`config.mk`:
```
export PLATFORM = sky130hd
export DESIGN_NAME = regfile_wb_arbiter
export DESIGN_NICKNAME = d
export VERILOG_FILES = /design/src/rtl/cpu_pkg.sv /design/src/rtl/rr_arbiter.sv /design/src/rtl/regfile_wb_arbiter.sv
export SDC_FILE = /design/constraint.sdc
export NUM_CORES = 1
export LEC_CHECK = 0
export CAP_MARGIN = 10
export CORE_MARGIN = 8
export CORE_UTILIZATION = 26
export DETAILED_ROUTE_END_ITERATION = 7
export PLACE_DENSITY = 0.85
export SETUP_SLACK_MARGIN = 0.5
export SYNTH_ARGS = -nofsm -noshare
export SYNTH_HDL_FRONTEND = slang
export SYNTH_SLANG_ARGS = --single-unit
```
`constraint.sdc`:
```
create_clock -name clk -period 1.79 [get_ports clk]
set_input_delay 0.358 -clock clk [delete_from_list [all_inputs] [get_ports clk]]
set_output_delay 0.358 -clock clk [all_outputs]
set_load 0.01 [all_outputs]
```
`src/rtl/cpu_pkg.sv`:
```
// Shared CPU definitions: register address width, the x0 register and a
// one-hot to index helper used by the writeback arbiter.
package cpu_pkg;

  localparam int REG_ADDR_W = 5;
  localparam logic [REG_ADDR_W-1:0] ZERO_REG = 5'd0;
  localparam int IDX_W = 3;
  localparam int MAX_REQ = 8;

  function automatic logic [IDX_W-1:0] onehot2idx(input logic [MAX_REQ-1:0] oh);
    logic [IDX_W-1:0] idx;
    idx = '0;
    for (int i = 0; i < MAX_REQ; i++) begin
      if (oh[i]) idx = idx | IDX_W'(i);
    end
    return idx;
  endfunction

endpackage

```
`src/rtl/rr_arbiter.sv`:
```
// Combinational round-robin arbiter: the search starts one past rr_ptr and the
// first valid requester wins. Produces a one-hot grant and its index.
module rr_arbiter
  import cpu_pkg::*;
#(
  parameter int NREQ = 3
) (
  input  logic [NREQ-1:0]  valid,
  input  logic [IDX_W-1:0] rr_ptr,
  output logic [NREQ-1:0]  grant,
  output logic [IDX_W-1:0] grant_idx
);

  logic             found;
  logic [IDX_W:0]   cand;
  logic [MAX_REQ-1:0] grant_ext;

  always_comb begin
    grant = '0;
    found = 1'b0;
    cand  = {1'b0, rr_ptr};
    for (int k = 0; k < NREQ; k++) begin
      cand = cand + 1'b1;
      // NREQ need not be a power of two, so wrap by compare rather than mask
      if (cand >= (IDX_W+1)'(NREQ)) cand = '0;
      for (int i = 0; i < NREQ; i++) begin
        if (!found && valid[i] && (cand == (IDX_W+1)'(i))) begin
          grant[i] = 1'b1;
          found    = 1'b1;
        end
      end
    end
  end

  assign grant_ext = MAX_REQ'(grant);
  assign grant_idx = onehot2idx(grant_ext);

endmodule

```
`src/rtl/regfile_wb_arbiter.sv`:
```
// Shares the register file write port among NREQ writeback sources with
// round-robin arbitration. Define WB_ARB_OUTREG_EN to flop the rf_* outputs.
//
// Handshake: requester i transfers when req_valid[i] && req_ready[i] at a rising
// clk edge; it holds valid/wa/wd stable until then and never drops valid early.
// req_ready is one-hot on the arbitration winner, or zero when nothing is valid.
module regfile_wb_arbiter
  import cpu_pkg::*;
#(
  parameter int WIDTH = 32,
  parameter int NREQ  = 3,
  parameter int CNT_W = 16
) (
  input  logic                    clk,
  input  logic                    rst,
  input  logic [NREQ-1:0]         req_valid,
  output logic [NREQ-1:0]         req_ready,
  input  logic [NREQ*5-1:0]       req_wa,
  input  logic [NREQ*WIDTH-1:0]   req_wd,
  output logic                    rf_we,
  output logic [REG_ADDR_W-1:0]   rf_wa,
  output logic [WIDTH-1:0]        rf_wd,
  output logic [IDX_W-1:0]        grant_id,
  output logic [CNT_W-1:0]        conflict_cnt
);

  logic [IDX_W-1:0]      rr_ptr;
  logic [NREQ-1:0]       gnt;
  logic [IDX_W-1:0]      win_idx;
  logic                  xfer;
  logic                  win_we;
  logic [REG_ADDR_W-1:0] win_wa;
  logic [WIDTH-1:0]      win_wd;
  logic [IDX_W:0]        nvalid;
  logic                  conflict;

  rr_arbiter #(.NREQ(NREQ)) u_rr_arbiter (
    .valid     (req_valid),
    .rr_ptr    (rr_ptr),
    .grant     (gnt),
    .grant_idx (win_idx)
  );

  // Grants are masked while reset is held so nothing is accepted then
  assign req_ready = rst ? '0 : gnt;
  assign xfer      = |req_ready;

  always_comb begin
    win_wa = '0;
    win_wd = '0;
    for (int i = 0; i < NREQ; i++) begin
      if (req_ready[i]) begin
        win_wa = req_wa[REG_ADDR_W*i +: REG_ADDR_W];
        win_wd = req_wd[WIDTH*i +: WIDTH];
      end
    end
    // x0 writes are accepted but never reach the register file
    win_we = xfer && (win_wa != ZERO_REG);
  end

  always_comb begin
    nvalid = '0;
    for (int i = 0; i < NREQ; i++) begin
      nvalid = nvalid + {{IDX_W{1'b0}}, req_valid[i]};
    end
    conflict = (nvalid >= (IDX_W+1)'(2));
  end

  always_ff @(posedge clk or posedge rst) begin
    if (rst) begin
      rr_ptr       <= IDX_W'(NREQ - 1);
      grant_id     <= '0;
      conflict_cnt <= '0;
    end else begin
      if (xfer) begin
        rr_ptr   <= win_idx;
        grant_id <= win_idx;
      end
      if (conflict && (conflict_cnt != {CNT_W{1'b1}})) begin
        conflict_cnt <= conflict_cnt + 1'b1;
      end
    end
  end

`ifdef WB_ARB_OUTREG_EN
  always_ff @(posedge clk or posedge rst) begin
    if (rst) begin
      rf_we <= 1'b0;
      rf_wa <= '0;
      rf_wd <= '0;
    end else begin
      rf_we <= win_we;
      rf_wa <= win_wa;
      rf_wd <= win_wd;
    end
  end
`else
  assign rf_we = win_we;
  assign rf_wa = win_wa;
  assign rf_wd = win_wd;
`endif

endmodule

```
==> results of run 1 <==
placed cells by master, fill, tap and decap left out, drive strengths merged, types with 2 or more instances in the layout:
| cell type | synthesis | routed |
|---|---|---|
| a32oi | 2 | 2 |
| dlygate4sd2 | 0 | 5 |
| a21o | 2 | 2 |
| nand4 | 3 | 3 |
| clkdlybuf4s15 | 0 | 8 |
| clkdlybuf4s50 | 0 | 111 |
| nand3 | 6 | 6 |
| buf | 14 | 119 |
| ha | 2 | 2 |
| o21ai | 2 | 2 |
| inv | 40 | 40 |
| nor2 | 13 | 13 |
| xnor2 | 9 | 9 |
| nand2 | 6 | 6 |
| xor2 | 5 | 5 |
| nor3b | 2 | 2 |
| o21a | 2 | 2 |
| a21oi | 5 | 5 |
| and3 | 3 | 3 |
| nor2b | 4 | 4 |
| nor3 | 2 | 2 |
| and4 | 2 | 2 |
| dfrtp | 18 | 18 |
| clkbuf | 0 | 10 |
| and2 | 2 | 2 |
| a222oi | 34 | 34 |
routing by layer:
metal | track usage (%) | part of all wire [%] | wire length [um] | up-vias
li1 | - | - | - | 1179
met1 | 21.0 | 36 | 3930 | 1290
met2 | 36.6 | 53 | 5790 | 169
met3 | 4.96 | 8.9 | 973 | 26
met4 | 6.50 | 2.6 | 288 | 0
met5 | 0 | 0 | 0 | -
metrics by stage:
step           cell area, um2  cells  hold WS [ns]  worst slack [ns]
6_report                 4450    503         0.362            -0.702
5_1_grt                  4450    503         0.393            -0.809
4_1_cts                  4070    487         0.364            -0.654
3_5_place_dp             3650    446         0.491             -1.21
3_3_place_gp             3650    446         0.479             -1.09
2_1_floorplan            1760    186         0.308            -0.206
sequential cells by signal, indices dropped and copies added (netlist names):
name / cells
grant_id: 1
conflict_cnt: 16
rr_ptr: 2
power breakdown:
group	switching, W	total (W)	internal (W)
combinational	0.00102	0.00256	0.00153
clock	0.000152	0.000307	0.000155
sequential	0.000165	0.000723	0.000558
cells by family after synthesis:
family	count (synthesis)	synth area share, %
simple gates	45	14.9
other cells	1	0.231
mux	1	0.693
compound gates	50	29.6
flops	19	29.3
fa+ha+maj	2	1.54
buf+inv	54	16.2
xor+xnor	14	7.54
cell type report:
cell class / count / area (um2)
clock buffer: 3 / 41.3
tap: 77 / 96.3
fill: 438 / 1760
timing repair buffer: 250 / 2490
inverter: 40 / 150
sequential: 19 / 482
clock inverter: 1 / 5.00
multi-input combinational: 113 / 1180
worst max-delay path, cell delays in order (launching register included):
cell	delay (ns)
dfstp_2	0.63
nor2_2	0.08
a2111oi_4	0.32
buf_6	0.17
buf_4	0.11
a32oi_1	0.06
a21oi_2	0.16
buf_4	0.13
nand4bb_4	0.12
buf_6	0.10
timing repair:
item	in CTS	in global routing
endpoints found under the setup margin	78	74
gates resized for setup	270	57
setup buffers	37	11
pin swaps	53	30
gates cloned	0	5
worst min path at each step:
stage | slack (ns) | start | end
2_1_floorplan | 0.31 | rst | conflict_cnt[0]
3_3_place_gp | 0.48 | conflict_cnt[7] | conflict_cnt[7]
3_5_place_dp | 0.49 | conflict_cnt[7] | conflict_cnt[7]
4_1_cts | 0.36 | rst | rr_ptr[0]
5_1_grt | 0.39 | rst | conflict_cnt[11]
6_report | 0.36 | rst | conflict_cnt[3]
==> results.md, run 1 <==
* Outcome: finished with violations
* Failing checks: negative setup slack
* Post-synth EDFFs at 0
* First-pass GRT wire length at 14100 um
* Worst r2r src: rr_ptr[1]
* Data required, critical path at 1.43 ns
* DIE AREA at 9040 um2
* Num CTS Buffers at 3
* Setup TNS at -24.06 ns
* Worst-skew pair later-pin latency at 0.26 ns
* Setup crit start kind: flip-flop
* Routed wire length at 11000 um
* Yosys cell types at 38
* DR iter-0 viols at 192
* Clk buf depth at 2
* RSZ-0062 raised after global routing: yes
* Final Hold Viols at 0
* Final setup viols at 43
* I/O pin total at 176
* Tot GR Track Use at 19.6%
* Initial Utilization at 26.2%
* Clk_skew at 0.00560 ns
* Yosys Warn Count at 0
* Crit path to: rf_we
* LEAKAGE at 2.20 nW
* Syn_nets at 304
* Max Fclk at 0.401 GHz
* Post-route DRC at 0
* Post-Synthesis Cell Area at 1630 um2
* Via-to-Cell Ratio at 5.30
* Share of cells above drive strength 1 at 43.7%
* Synth Instances at 186
* Initial antenna violation count at 0
* Most frequent cell after synthesis: inv_1
* Top cells by area, synth: dfrtp_1, a222oi_1, inv_1
* Sequential share of the synthesized area at 29.3%
* Ys async rst share at 100%
* Setup crit start: rr_ptr[1]
* N_diodes at 0
* DR vias at 2664
* Final Max Slew Viols at 0
* H-tree Lvls at 1
* Min Tclk post-route at 2.49 ns
* Core box area at 6200 um2
* Setup ws final at -0.702 ns
* Final core occ at 71.7%
* Vias in the first global route at 2661
* Critical path class: reg2out
* Cts hold-fix bufs at 0
* Dominant cell type by area after synthesis: dfrtp_1
* Die X at 95.1 um
* Hold Path Class: in2async
* CP Max Fanout at 6
* P&R area growth vs syn at 174%
* Synth cell count leaders: inv_1, a222oi_1, dfrtp_1
* FF-to-FF End: grant_id[1]
* Max-cap violation count at 0
* Clock transition at path regs at 0.08 ns
* Post-route ant nets at 0
* Reg2reg path depth at 8
* FF+latch count, synth at 19
* Root Driver: clkbuf_8
* FP Rows at 29
* Synth top area share at 27.7%
* CTS tree: yes
* IO Port Bufs at 174
* Total Power at 0.00359 W
* GPL Wtd Cong at 0.839
* Ys flop type: dfrtp_1
* Critical path arrival at 2.13 ns
* VDD IR-drop max at 955 uV
* Period utilization at 139%
* Die Ht at 95.1 um
* Sink Count at 19
* Drt first pass iters at 8
* Routed len/inst at 21.8 um
* Avg Cell Area, Syn at 8.74 um2
* Largest net degree at the start of global routing at 28
* CP Capture Type: primary output
* Grt ovf at 0
* Detail Placement HPWL at 7290 um
* R2R setup slack at -0.10 ns
* Final nets at 545
* Power Density at 807 nW/um2
(Power assumes the default switching activity.)
==> run 2: changes to the inputs <==
--- a/config.mk
+++ b/config.mk
@@ -11,6 +11,7 @@
 export DETAILED_ROUTE_END_ITERATION = 7
 export PLACE_DENSITY = 0.85
 export SETUP_SLACK_MARGIN = 0.5
+export SKIP_LAST_GASP = 1
 export SYNTH_ARGS = -nofsm -noshare
 export SYNTH_HDL_FRONTEND = slang
 export SYNTH_SLANG_ARGS = --single-unit
==> results.md, run 2 (synthesized netlist as in run 1, its figures left out) <==
* Routed len/inst at 21.1 um (-3.3%)
* Clk_skew at 0.00212 ns (-0.00348 ns)
* Placed Instances at 446 (unchanged)
* DR vias at 2616 (-1.8%)
* RSZ-0062 raised after global routing: yes
* Die Ht at 95.1 um (unchanged)
* Final Hold Viols at 0 (unchanged)
* Switching power at 0.00128 W (-4.6%)
* Die X at 95.1 um (unchanged)
* DIE AREA at 9040 um2 (unchanged)
* FP Rows at 29 (unchanged)
* Initial antenna violation count at 0 (unchanged)
* VDD IR-drop max at 879 uV (-8.0%)
* Crit-path cells: nor2_2 > a2111oi_4 > buf_6 > buf_4 > a32oi_1 > a21oi_2 > buf_4 > nand4bb_4 > buf_6
* Switching portion of total power at 37.4% (about the same)
* Min Tclk post-route at 2.49 ns (+0.000763 ns)
* Most frequent cells in the layout: clkdlybuf4s50_1, buf_4, buf_6
* Worst-skew pair later-pin latency at 0.26 ns (about the same)
* Core box area at 6200 um2 (unchanged)
* Max-cap violation count at 0 (unchanged)
* Sink Count at 19 (unchanged)
* CP top delay family: flip-flops
* Flop pwr share at 20.9% (+0.7 points)
* Via-to-Cell Ratio at 5.25 (-0.82%)
* Hold Path Class: in2async
* Post-route ant nets at 0 (unchanged)
* Failing checks: negative setup slack
* P&R area growth vs syn at 165%
* Largest register by flop count: conflict_cnt
* Clk buf depth at 2 (unchanged)
* Critical path arrival at 2.14 ns (about the same)
* CP Capture Type: primary output
* H-tree Lvls at 1 (unchanged)
* Worst path buffer plus inverter count at 4 (unchanged)
* LEAKAGE at 2.11 nW (-4.2%)
* Commonest non-fill, non-tap cell in the layout: clkdlybuf4s50_1
* First-pass GRT wire length at 14000 um (-0.54%)
* DR iter-0 viols at 196 (+2.1%)
* N_diodes at 0 (unchanged)
* Cts hold-fix bufs at 0 (unchanged)
* Largest register FFs at 16 (unchanged)
* CP max stage delay at 0.62 ns (about the same)
* CP max stage cell: dfstp_2
* Setup ws final at -0.703 ns (-0.000763 ns)
* CP Max Fanout at 6 (unchanged)
* Root Driver: clkbuf_8
* R2R setup slack at -0.10 ns (about the same)
* Detail Placement HPWL at 7290 um (unchanged)
* Setup crit start kind: flip-flop
* Max Fclk at 0.401 GHz (about the same)
* Final Max Slew Viols at 0 (unchanged)
* Drt first pass iters at 7 (-1)
* Hold slack at 0.350 ns (-0.0120 ns)
* Period utilization at 139% (about the same)
* Largest net degree at the start of global routing at 28 (unchanged)
* IO Port Bufs at 174 (unchanged)
* Post-route DRC at 0 (unchanged)
* Final nets at 540 (-0.92%)
* Data required, critical path at 1.43 ns (about the same)
* Post-route insts no fill at 498 (-0.99%)
* Final setup viols at 43 (unchanged)
* Logic gate share of total power at 70.1% (-1.2 points)
* I/O pin total at 176 (unchanged)
* Clock Power Share at 9.0% (+0.4 points)
* Grt ovf at 0 (unchanged)
* Outcome: finished with violations
* Vias in the first global route at 2643 (-0.68%)
* Routed wire length at 10500 um (-4.3%)
* Num CTS Buffers at 3 (unchanged)
* GPL Wtd Cong at 0.839 (unchanged)
* Initial Utilization at 26.2% (unchanged)
* Clock transition at path regs at 0.07 ns (about the same)
* Critical path class: reg2out
* Tot GR Track Use at 19.6% (-0.056 points)
* Top Registers: conflict_cnt x16, rr_ptr x2, grant_id x1
* Int Pwr at 0.00214 W (-4.8%)
* Power Density at 793 nW/um2 (-1.7%)
* CTS tree: yes
* Share of cells above drive strength 1 at 42.5% (-1.1 points)
## run 2: final cells by class
type	instances	area [um2]
Inverter	40	150
Tap cell	77	96.3
Sequential cell	19	482
Clock buffer	3	41.3
Multi-Input combinational cell	113	1150
Timing Repair Buffer	245	2390
Fill cell	461	1890
Clock inverter	1	5.00
## run 2: tightest hold or removal path, cell delays in order
cell	delay (ns)
dlygate4sd2_1	0.30
inv_1	0.07
buf_4	0.26
## run 2: worst paths after layout
kind	start	to	depth (start not counted)
max in group asynchronous	rst	rr_ptr[1]	3
setup / recovery	rr_ptr[1]	rf_we	9
min in group clk	grant_id[1]	grant_id[1]	1
hold / removal	rst	grant_id[1]	3
setup reg to reg	rr_ptr[1]	grant_id[1]	8
hold reg to reg	grant_id[1]	grant_id[1]	1
## run 2: what timing repair did
item	CTS	global route
setup buffers	37	6
gates resized for setup	224	84
gates cloned	0	5
pin swaps	48	24
setup endpoints to repair	78	74
## run 2: metal layers
metal / track usage [%] / part of all wire, % / vias to the layer above
met1: 21.1 / 36 / 1266
li1: - / - / 1170
met4: 5.72 / 3.0 / 0
met2: 36.8 / 52 / 155
met3: 4.65 / 9.2 / 25
met5: 0 / 0 / -
## run 2: power by group through the flow
stage	sequential, W	combinational (W)	clock (W)
5_1_grt	0.000722	0.00254	0.000324
3_5_place_dp	0.000700	0.00186	0
4_1_cts	0.000679	0.00215	0.000300
6_report	0.000713	0.00240	0.000307
2_1_floorplan	0.000724	0.000780	0
3_3_place_gp	0.000698	0.00182	0
## run 2: per-stage QoR
step	util, %	area [um2]	setup TNS, ns	worst slack (ns)	total power, W
after floorplan	-	1760	-3.09	-0.206	0.00150
final	69.5	4310	-23.11	-0.703	0.00342
after detailed placement	58.9	3650	-47.44	-1.21	0.00255
after CTS	65.9	4090	-24.33	-0.677	0.00313
after global routing	69.5	4310	-27.21	-0.806	0.00359
after global placement	58.9	3650	-45.31	-1.09	0.00252
